### src/rtl/sata_prim_pkg.sv
// SATA primitive dword constants and codes, shared by the rx decoder, link layer and tx encoder.
// Only byte 0 of a primitive is a K character, so every primitive carries charisk 4'b0001.
package sata_prim_pkg;

  localparam logic [3:0] PRIM_K_MASK = 4'b0001;

  localparam logic [31:0] ALIGN_P   = 32'h7B4A4ABC;
  localparam logic [31:0] CONT_P    = 32'h9999AA7C;
  localparam logic [31:0] DMAT_P    = 32'h3636B57C;
  localparam logic [31:0] EOF_P     = 32'hD5D5B57C;
  localparam logic [31:0] HOLD_P    = 32'hD5D5AA7C;
  localparam logic [31:0] HOLDA_P   = 32'h9595AA7C;
  localparam logic [31:0] PMACK_P   = 32'h9595957C;
  localparam logic [31:0] PMNAK_P   = 32'hF5F5957C;
  localparam logic [31:0] PMREQ_P_P = 32'h1717B57C;
  localparam logic [31:0] PMREQ_S_P = 32'h7575957C;
  localparam logic [31:0] R_ERR_P   = 32'h5656B57C;
  localparam logic [31:0] R_IP_P    = 32'h5555B57C;
  localparam logic [31:0] R_OK_P    = 32'h3535B57C;
  localparam logic [31:0] R_RDY_P   = 32'h4A4A957C;
  localparam logic [31:0] SOF_P     = 32'h3737B57C;
  localparam logic [31:0] SYNC_P    = 32'hB5B5957C;
  localparam logic [31:0] WTRM_P    = 32'h5858B57C;
  localparam logic [31:0] X_RDY_P   = 32'h5757B57C;

  typedef enum logic [4:0] {
    PRIM_NONE    = 5'd0,
    PRIM_ALIGN   = 5'd1,
    PRIM_CONT    = 5'd2,
    PRIM_DMAT    = 5'd3,
    PRIM_EOF     = 5'd4,
    PRIM_HOLD    = 5'd5,
    PRIM_HOLDA   = 5'd6,
    PRIM_PMACK   = 5'd7,
    PRIM_PMNAK   = 5'd8,
    PRIM_PMREQ_P = 5'd9,
    PRIM_PMREQ_S = 5'd10,
    PRIM_R_ERR   = 5'd11,
    PRIM_R_IP    = 5'd12,
    PRIM_R_OK    = 5'd13,
    PRIM_R_RDY   = 5'd14,
    PRIM_SOF     = 5'd15,
    PRIM_SYNC    = 5'd16,
    PRIM_WTRM    = 5'd17,
    PRIM_X_RDY   = 5'd18
  } prim_code_t;

  function automatic prim_code_t prim_lookup(input logic [31:0] dw);
    case (dw)
      ALIGN_P:   return PRIM_ALIGN;
      CONT_P:    return PRIM_CONT;
      DMAT_P:    return PRIM_DMAT;
      EOF_P:     return PRIM_EOF;
      HOLD_P:    return PRIM_HOLD;
      HOLDA_P:   return PRIM_HOLDA;
      PMACK_P:   return PRIM_PMACK;
      PMNAK_P:   return PRIM_PMNAK;
      PMREQ_P_P: return PRIM_PMREQ_P;
      PMREQ_S_P: return PRIM_PMREQ_S;
      R_ERR_P:   return PRIM_R_ERR;
      R_IP_P:    return PRIM_R_IP;
      R_OK_P:    return PRIM_R_OK;
      R_RDY_P:   return PRIM_R_RDY;
      SOF_P:     return PRIM_SOF;
      SYNC_P:    return PRIM_SYNC;
      WTRM_P:    return PRIM_WTRM;
      X_RDY_P:   return PRIM_X_RDY;
      default:   return PRIM_NONE;
    endcase
  endfunction

endpackage

### src/rtl/sata_prim_match.sv
// Combinational dword classifier: primitive, payload data, or decode error.
// Zero latency; exactly one of is_prim/is_data/is_err is set per dword.
module sata_prim_match
  import sata_prim_pkg::*;
(
  input  logic [31:0] dword,
  input  logic [3:0]  charisk,
  input  logic [3:0]  notintable,
  input  logic [3:0]  disperror,
  output logic        is_prim,
  output logic [4:0]  code,
  output logic        is_data,
  output logic        is_err
);

  logic       byte_err;
  prim_code_t lookup;

  assign byte_err = |(notintable | disperror);
  assign lookup   = prim_lookup(dword);

  assign is_prim = !byte_err && (charisk == PRIM_K_MASK) && (lookup != PRIM_NONE);
  assign is_data = !byte_err && (charisk == 4'b0000);
  assign is_err  = byte_err || ((charisk != 4'b0000) && !is_prim);
  assign code    = is_prim ? lookup : PRIM_NONE;

endmodule

### src/rtl/sata_rx_dword_decoder.sv
// Rx dword decoder: primitive/data strobes, ALIGN removal, CONT suppression, saturating error count.
// Two-cycle latency (match register, then FSM/output register); no back-pressure accepted.
module sata_rx_dword_decoder
  import sata_prim_pkg::*;
#(
  parameter int ERR_CNT_WIDTH = 16
) (
  input  logic                     clk,
  input  logic                     rst,
  input  logic                     isaligned,
  input  logic [31:0]              data_in,
  input  logic [3:0]               charisk_in,
  input  logic [3:0]               notintable_in,
  input  logic [3:0]               disperror_in,
  input  logic                     err_cnt_clr,
  output logic                     prim_valid,
  output logic [4:0]               prim_code,
  output logic                     data_valid,
  output logic [31:0]              data_out,
  output logic                     dec_err,
  output logic                     in_cont,
  output logic [ERR_CNT_WIDTH-1:0] err_cnt
);

  typedef enum logic [1:0] {ST_OFF, ST_NORMAL, ST_CONT} state_t;

  localparam logic [ERR_CNT_WIDTH-1:0] CNT_ONE = 1;

  logic        m_is_prim, m_is_data, m_is_err;
  logic [4:0]  m_code;

  logic        s1_aligned, s1_is_prim, s1_is_data, s1_is_err;
  prim_code_t  s1_code;
  logic [31:0] s1_data;

  state_t      state_q, state_d;
  prim_code_t  last_q, last_d, pc_d;
  logic        pv_d, dv_d, err_d, ic_d, live;
  logic [31:0] dout_d;

  sata_prim_match u_match (
    .dword      (data_in),
    .charisk    (charisk_in),
    .notintable (notintable_in),
    .disperror  (disperror_in),
    .is_prim    (m_is_prim),
    .code       (m_code),
    .is_data    (m_is_data),
    .is_err     (m_is_err)
  );

  always_ff @(posedge clk) begin
    if (rst) begin
      s1_aligned <= 1'b0;
      s1_is_prim <= 1'b0;
      s1_is_data <= 1'b0;
      s1_is_err  <= 1'b0;
      s1_code    <= PRIM_NONE;
      s1_data    <= '0;
    end else begin
      s1_aligned <= isaligned;
      s1_is_prim <= m_is_prim;
      s1_is_data <= m_is_data;
      s1_is_err  <= m_is_err;
      s1_code    <= prim_code_t'(m_code);
      s1_data    <= data_in;
    end
  end

  // Gating with the live isaligned too drops the dword already in stage 1 on a fall.
  assign live = s1_aligned && isaligned;

  always_comb begin
    state_d = state_q;
    last_d  = last_q;
    pv_d    = 1'b0;
    pc_d    = PRIM_NONE;
    dv_d    = 1'b0;
    dout_d  = data_out;
    err_d   = 1'b0;
    ic_d    = 1'b0;
    if (!live) begin
      state_d = ST_OFF;
      last_d  = PRIM_NONE;
    end else if (state_q == ST_CONT) begin
      err_d = s1_is_err;
      ic_d  = 1'b1;
      if (s1_is_prim && s1_code == PRIM_ALIGN) begin
        pv_d = 1'b0;
      end else if (s1_is_prim && s1_code != PRIM_CONT) begin
        pv_d    = 1'b1;
        pc_d    = s1_code;
        last_d  = s1_code;
        ic_d    = 1'b0;
        state_d = ST_NORMAL;
      end else begin
        pv_d = 1'b1;
        pc_d = last_q;
      end
    end else begin
      state_d = ST_NORMAL;
      err_d   = s1_is_err;
      // A CONT with nothing to repeat is passed through but never becomes last_prim.
      if (s1_is_prim && s1_code == PRIM_CONT) begin
        pv_d = 1'b1;
        if (last_q != PRIM_NONE) begin
          pc_d    = last_q;
          ic_d    = 1'b1;
          state_d = ST_CONT;
        end else begin
          pc_d = PRIM_CONT;
        end
      end else if (s1_is_prim && s1_code != PRIM_ALIGN) begin
        pv_d   = 1'b1;
        pc_d   = s1_code;
        last_d = s1_code;
      end else if (s1_is_data) begin
        dv_d   = 1'b1;
        dout_d = s1_data;
      end
    end
  end

  always_ff @(posedge clk) begin
    if (rst) begin
      state_q    <= ST_OFF;
      last_q     <= PRIM_NONE;
      prim_valid <= 1'b0;
      prim_code  <= PRIM_NONE;
      data_valid <= 1'b0;
      data_out   <= '0;
      dec_err    <= 1'b0;
      in_cont    <= 1'b0;
      err_cnt    <= '0;
    end else begin
      state_q    <= state_d;
      last_q     <= last_d;
      prim_valid <= pv_d;
      prim_code  <= pc_d;
      data_valid <= dv_d;
      data_out   <= dout_d;
      dec_err    <= err_d;
      in_cont    <= ic_d;
      if (err_cnt_clr) begin
        err_cnt <= '0;
      end else if (err_d && err_cnt != '1) begin
        err_cnt <= err_cnt + CNT_ONE;
      end
    end
  end

endmodule
### config.mk
export PLATFORM = sky130hd
export DESIGN_NAME = sata_rx_dword_decoder
export DESIGN_NICKNAME = d
export VERILOG_FILES = /design/src/rtl/sata_prim_pkg.sv /design/src/rtl/sata_prim_match.sv /design/src/rtl/sata_rx_dword_decoder.sv
export SDC_FILE = /design/constraint.sdc
export NUM_CORES = 1
export LEC_CHECK = 0
export ABC_CLOCK_PERIOD_IN_PS = 2300
export CAP_MARGIN = 20
export CORE_ASPECT_RATIO = 1.25
export CORE_MARGIN = 3
export CORE_UTILIZATION = 49
export CTS_CLUSTER_SIZE = 24
export DETAILED_ROUTE_END_ITERATION = 16
export GPL_ROUTABILITY_DRIVEN = 0
export MAX_ROUTING_LAYER = met4
export PLACE_DENSITY = 0.8
export REMOVE_ABC_BUFFERS = 1
export SETUP_SLACK_MARGIN = 0.1
export SLEW_MARGIN = 20
export SYNTH_ARGS = -nofsm -noshare
export SYNTH_HDL_FRONTEND = slang
export SYNTH_SLANG_ARGS = --single-unit
### constraint.sdc
create_clock -name clk -period 2.3 [get_ports clk]
set_input_delay 0.46 -clock clk [delete_from_list [all_inputs] [get_ports clk]]
set_output_delay 0.46 -clock clk [all_outputs]
set_load 0.005 [all_outputs]
==> reports/metrics.yaml, run 1 <==
place:
  dp_hpwl_um: 7815
  dp_cells: 716
  port_buffers: 104
global_route:
  grt_pass1_wl_um: 17550
  grt_max_degree: 65
  grt_pass1_vias: 3901
  grt_overflow: 0
  grt_use_total: 0.2380
  antenna_found_initial: 0
route:
  first_iter_violations: 270
  vias_per_cell: 5.621
  remaining_drc_errors: 0
  wl_um: 11770
  vias: 4126
  avgRoutedWirePerCell_um: 16.03
  drtAntennaViolNets: 0
  firstDrtPassIters: 5
clock_network:
  cts_made_buffers: 9
  cts_tree: "built"
  cts_buffer_depth: 2
  clkSinkCount: 105
  cts_max_level: 3
  clockRootBuffer: "clkbuf_8"
  clkTransAtPathRegs_ns: 0.09
  clk_latency_ns: 0.38
setup_path:
  worst-path-buf-inv: 1
  crit_chain: "clkdlybuf4s50_1 -> and4bb_1 -> nand3_1 -> a2111oi_4 -> a21oi_2 -> a41oi_2 -> and2_4"
  cp_max_fo: 5
  r2r-end: "data_out[6]"
  worstSetupEndpointType: "flip-flop"
  crit_required_ns: 2.63
  worst_path_dominant_cell_family: "compound AO/OA/AOI/OAI gates"
  slowest_delay_ns: 0.48
  critPathKind: "primary input to flip-flop"
  timing.rr.start: "s1_code[1]"
  crit_arrival_ns: 2.45
  cp-start-kind: "primary input"
  cp_slowest_cell: "a2111oi_4"
  r2r_cells: 7
  r2r_setup_slack_ns: 0.21
logic_synthesis:
  synth_top_family_by_area: "simple AND/OR/NAND/NOR gates"
  synth_ff_type: "dfxtp_1"
  syn-cell-area_sq_um: 4205
  synthMuxAreaShare: 0.004760
  async_reset_ff_frac: 0
  synth_edf_count: 0
  ys_types: 53
  yosysWarningCount: 0
  synth_xor_area_frac: 0.02291
  synthCells: 492
  ys_seq_elements: 105
  syn_avg_cell_area_sq_um: 8.547
  synthSimpleGateAreaFrac: 0.3169
  synth-adder-area-share: 0.002975
  yosys.area.top_type: "dfxtp_1"
  yosysSeqAreaShare: 0.4999
  synth_top_area_frac: 0.4999
  synthTopCellsByArea: "dfxtp_1, nand2_1, a21oi_1"
  synth_compound_area_frac: 0.1238
cells_and_area:
  fin_nets: 681
  area_growth_pct: 43.59
  drive_above_1_share: 0.1507
  n_fill_cell: 607
  final_cell_mix: "dfxtp_1, nand2_1, clkdlybuf4s50_1, a21oi_1, buf_4"
  multiInputGateArea_sq_um: 2172
  seq_area_sq_um: 2102
  fin_util: 0.7287
  n_antenna_cell: 0
  stdcell_count: 734
  layout_commonest_cell: "dfxtp_1"
worst_hold_path:
  hold_depth: 2
  hold_path.startpoint: "rst"
  hold_path_end: "s1_aligned"
  min_path_type: "primary input to flip-flop"
die:
  dieArea_sq_um: 9737
  die_h_um: 109.6
  coreArea_sq_um: 8287
  boundaryPins: 105
  start_util: 0.5075
  die_x_um: 88.86
  row_count: 37
timing:
  worst_pin_slew_ns: 0.6176
  period_minus_slack_ns: 2.123
  maxSlewViolCount: 0
  hold_violations: 0
  setup_viol: 0
  grt_setup_unrepaired: "yes"
  finalCritPeriodShare: 0.9231
  setup_tns_ns: 0
  whs_ns: 0.3470
  skew_ns: 0.01322
  max_freq_mhz: 471.0
  worst_slew_margin_rel: 0.5883
power_and_ir_drop:
  vdd_drop_max_mv: 0.3055
  leakagePower_nw: 2.263
  power_mw: 3.154
  p_per_area_nw_per_um2: 522.3
flow_run:
  maxCapViolations: 0
status:
  status: "finished clean"
report_power, final:
part           leakage (nW)  switching [mW]  internal, mW  total (mW)
clock network        0.0801           0.648         0.402        1.05
logic                  1.33           0.110         0.135       0.245
registers             0.855         0.00911          1.85        1.86
how the worst max path moves through the flow:
| stage | startpoint | to | slack [ns] | cells after the start |
|---|---|---|---|---|
| 2_1_floorplan | s1_code[1] | data_out[0] | 0.18 | 6 |
| 3_3_place_gp | data_in[0] | s1_code[1] | -0.38 | 7 |
| 3_5_place_dp | data_in[1] | s1_code[1] | -0.48 | 7 |
| 4_1_cts | data_in[1] | s1_code[1] | 0.09 | 8 |
| 5_1_grt | data_in[27] | s1_code[1] | 0.07 | 8 |
| 6_report | data_in[21] | s1_code[1] | 0.18 | 7 |
cell usage after synthesis (7+ instances only):
cell type,count
nand2_1,103
a21oi_1,54
o21ai_0,7
buf_2,7
nor4_1,10
nand3_1,17
nor2b_1,33
dfxtp_1,105
nor2_1,36
clkbuf_1,15
nor3_1,13
metrics by stage:
step                      area, sq um  setup slack (ns)
after floorplan                  4103            0.1838
after global placement           5630           -0.3769
after detailed placement         5630           -0.4818
after CTS                        5884           0.08940
after global routing             6038           0.06924
final                            6038            0.1770
logic make-up (layout without fill, tap and decap cells):
family	count (synthesis)	after routing
compound gates	83	83
flops	105	105
simple gates	262	263
buf+inv	28	172
xor+xnor	11	11
fa+ha+maj	1	1
mux	2	2
metal layers:
layer	part of all wire	wire [um]	track usage	vias to the layer above
met3	0.050	588	0.03523	62
met1	0.38	4482	0.2536	1925
met2	0.52	6144	0.4119	167
met5	0	0	-	-
met4	0.047	550	0.1404	0
li1	-	-	-	1972
state kept, by name, indices dropped and copies added, names as in the netlist:
| register | cells |
|---|---|
| last_q | 5 |
| data_valid | 1 |
| s1_is_err | 1 |
| prim_valid | 1 |
| s1_code | 5 |
| in_cont | 1 |
| s1_is_prim | 1 |
| data_out | 32 |
| dec_err | 1 |
| s1_aligned | 1 |
| s1_is_data | 1 |
| prim_code | 5 |
| state_q | 2 |
| err_cnt | 16 |
| s1_data | 32 |
worst reg2reg max path: cells and delay by family (launching register included):
family	cells	cell delay, ns
compound gates	2	0.27
buf+inv	1	0.17
simple gates	4	1.14
flops	1	0.38
timing repair:
item                                   in CTS  in global routing
buffers inserted                            1                  0
cloned                                      0                  1
hold buffers                                0                  0
endpoints found under the hold margin       0                  0
pin swaps                                   3                 10
setup endpoints to repair                   6                 10
resized for setup                          13                 33
final cells by class:
| cell class | count | share of cell area |
|---|---|---|
| multi-input cells | 360 | 0.3597 |
| flip-flops and latches | 105 | 0.3481 |
| repair buffers | 151 | 0.2404 |
| clock buffers | 11 | 0.02176 |
| well taps | 97 | 0.02010 |
| clock inverters | 5 | 0.006838 |
| inverters | 5 | 0.003108 |
No activity file was read; power rests on OpenSTA's default activity.
==> run 2: changes to the inputs <==
CORE_UTILIZATION = 56   (was 49)
DONT_BUFFER_PORTS = 1   (was default)
PLACE_DENSITY = 0.71   (was 0.8)
==> run 2 against run 1 <==
Net effect:
- non-clock buffer count decreased by 144
- via count decreased by 17%
- sequential share of layout area increased by 12 points
- design area decreased by 26%
- wire length decreased by 23%
- largest power group unchanged
- count of clock-buffer cells in the layout decreased by 1
- clock power about the same
- register-to-register slack improved by 0.04 ns
- final cell count decreased by 21%
- critical path depth unchanged
- critical path type is now flip-flop to flip-flop
- clock skew about the same
==> reports/metrics.yaml, run 2 (synthesis gave the netlist of run 1 again) <==
clock_network:
  clkSinkCount: 105
  hold_buffers: 0
  clk_latency_ns: 0.36
  clockRootBuffer: "clkbuf_8"
  cts_buffer_depth: 2
  cts_made_buffers: 9
  clkTransAtPathRegs_ns: 0.10
  post_cts_resized: 0
  cts_max_level: 3
  postCtsSetupBuffers: 0
  cts_tree: "built"
setup_path:
  cp-endpoint: "err_cnt[10]"
  worstSetupEndpointType: "flip-flop"
  worst_path_dominant_cell_family: "simple AND/OR/NAND/NOR gates"
  worst-path-stages: 7
  crit_arrival_ns: 2.30
  slowest_delay_ns: 0.52
  cp_max_fo: 5
  r2r_cells: 7
  timing.rr.start: "err_cnt[0]"
  crit_chain: "ha_1 -> nand3_1 -> or4_1 -> o21a_1 -> and3_1 -> xnor2_1 -> nor2_1"
  crit_required_ns: 2.55
  worst-path-buf-inv: 0
  r2r-end: "err_cnt[10]"
  r2r_setup_slack_ns: 0.25
  cp_slowest_cell: "or4_1"
  cp-start-kind: "flip-flop"
  crit_path_start: "err_cnt[0]"
  critPathKind: "flip-flop to flip-flop"
route:
  wl_um: 9002
  vias: 3414
  vias_per_cell: 5.866
  drtAntennaViolNets: 0
  remaining_drc_errors: 0
  first_iter_violations: 170
  avgRoutedWirePerCell_um: 15.47
  firstDrtPassIters: 6
die:
  die_x_um: 83.51
  boundaryPins: 105
  coreArea_sq_um: 7147
  dieArea_sq_um: 8592
  row_count: 34
  start_util: 0.5884
  die_h_um: 102.9
power_and_ir_drop:
  leakagePower_nw: 1.457
  netSwitchingFraction: 0.2285
  p_per_area_nw_per_um2: 664.6
  pwr-share-comb: 0.025
  seqPwrFrac: 0.625
  net-switching-power_mw: 0.6786
  clkPwrFrac: 0.350
  vdd_drop_max_mv: 0.3576
  p_int_mw: 2.291
cells_and_area:
  fin_nets: 536
  layout_commonest_cell: "dfxtp_1"
  final_cell_mix: "dfxtp_1, nand2_1, a21oi_1, nor2_1, nor2b_1"
  area_growth_pct: 6.248
  n_antenna_cell: 0
  n_fill_cell: 644
  reg_top3: "data_out (32), s1_data (32), err_cnt (16)"
  drive_above_1_share: 0.07114
  stdcell_count: 582
global_route:
  grt_pass1_vias: 3171
  antenna_found_initial: 0
  grt_overflow: 0
  grt_pass1_wl_um: 14750
  grt_max_degree: 71
  grt_use_total: 0.2191
timing:
  max_freq_mhz: 487.5
  setup_tns_ns: 0
  skew_ns: 0.01280
  worst_slew_margin_rel: 0.5402
  maxSlewViolCount: 0
  grt_setup_unrepaired: "no"
  period_minus_slack_ns: 2.051
  worst_pin_slew_ns: 0.6804
  whs_ns: 0.1650
  finalCritPeriodShare: 0.8918
  hold_violations: 0
  setup_viol: 0
place:
  dp_cells: 566
  port_buffers: 0
  dp_hpwl_um: 6492
flow_run:
  maxCapViolations: 0
worst_hold_path:
  min_path_type: "primary input to flip-flop"
status:
  status: "finished clean"
[run 2: layer usage]
metal / GRT usage / share of wire / vias to the layer above
met5: - / 0 / -
met4: 0.1200 / 0.022 / 0
met3: 0.05835 / 0.080 / 22
met2: 0.3574 / 0.50 / 131
met1: 0.2479 / 0.40 / 1578
li1: - / - / 1683
[run 2: per-stage QoR]
stage | total power, mW | cell area (sq um) | worst slack, ns | utilization
final | 2.970 | 4468 | 0.2488 | 0.6252
after detailed placement | 1.972 | 4280 | 0.005093 | 0.5989
after floorplan | 1.956 | 4103 | 0.1838 | -
after global routing | 3.084 | 4468 | 0.1042 | 0.6252
after global placement | 1.971 | 4280 | 0.05269 | 0.5989
after CTS | 2.997 | 4459 | 0.2098 | 0.6240
[run 2: power by group through the flow]
stage,clock [mW],sequential [mW],combinational [mW]
2_1_floorplan,0,1.90,0.0582
3_3_place_gp,0,1.90,0.0714
3_5_place_dp,0,1.90,0.0720
4_1_cts,1.07,1.86,0.0722
5_1_grt,1.14,1.86,0.0799
6_report,1.04,1.86,0.0729
[run 2: worst min-delay path by stage]
stage	cells after the start	slack, ns	start	end
finish	1	0.17	charisk_in[0]	s1_is_data
detailed placement	2	0.42	s1_data[11]	data_out[11]
global placement	2	0.41	s1_data[14]	data_out[14]
floorplan	2	0.41	s1_is_err	dec_err
CTS	1	0.14	rst	data_out[23]
global route	1	0.14	charisk_in[0]	s1_is_data
[run 2: cell type report]
class	count	area, sq um	share of cell area
sequential	105	2102	0.4705
multi-input combinational	359	1991	0.4455
clock buffer	10	127.6	0.02856
tap	90	112.6	0.02520
timing repair buffer	7	65.06	0.01456
clock inverter	6	51.30	0.01148
inverter	5	18.77	0.004200
[run 2: worst register-to-register path, stage by stage, from the launching register on]
cell	delay [ns]
dfxtp_1	0.43
ha_1	0.22
nand3_1	0.10
or4_1	0.52
o21a_1	0.29
and3_1	0.21
xnor2_1	0.13
nor2_1	0.06
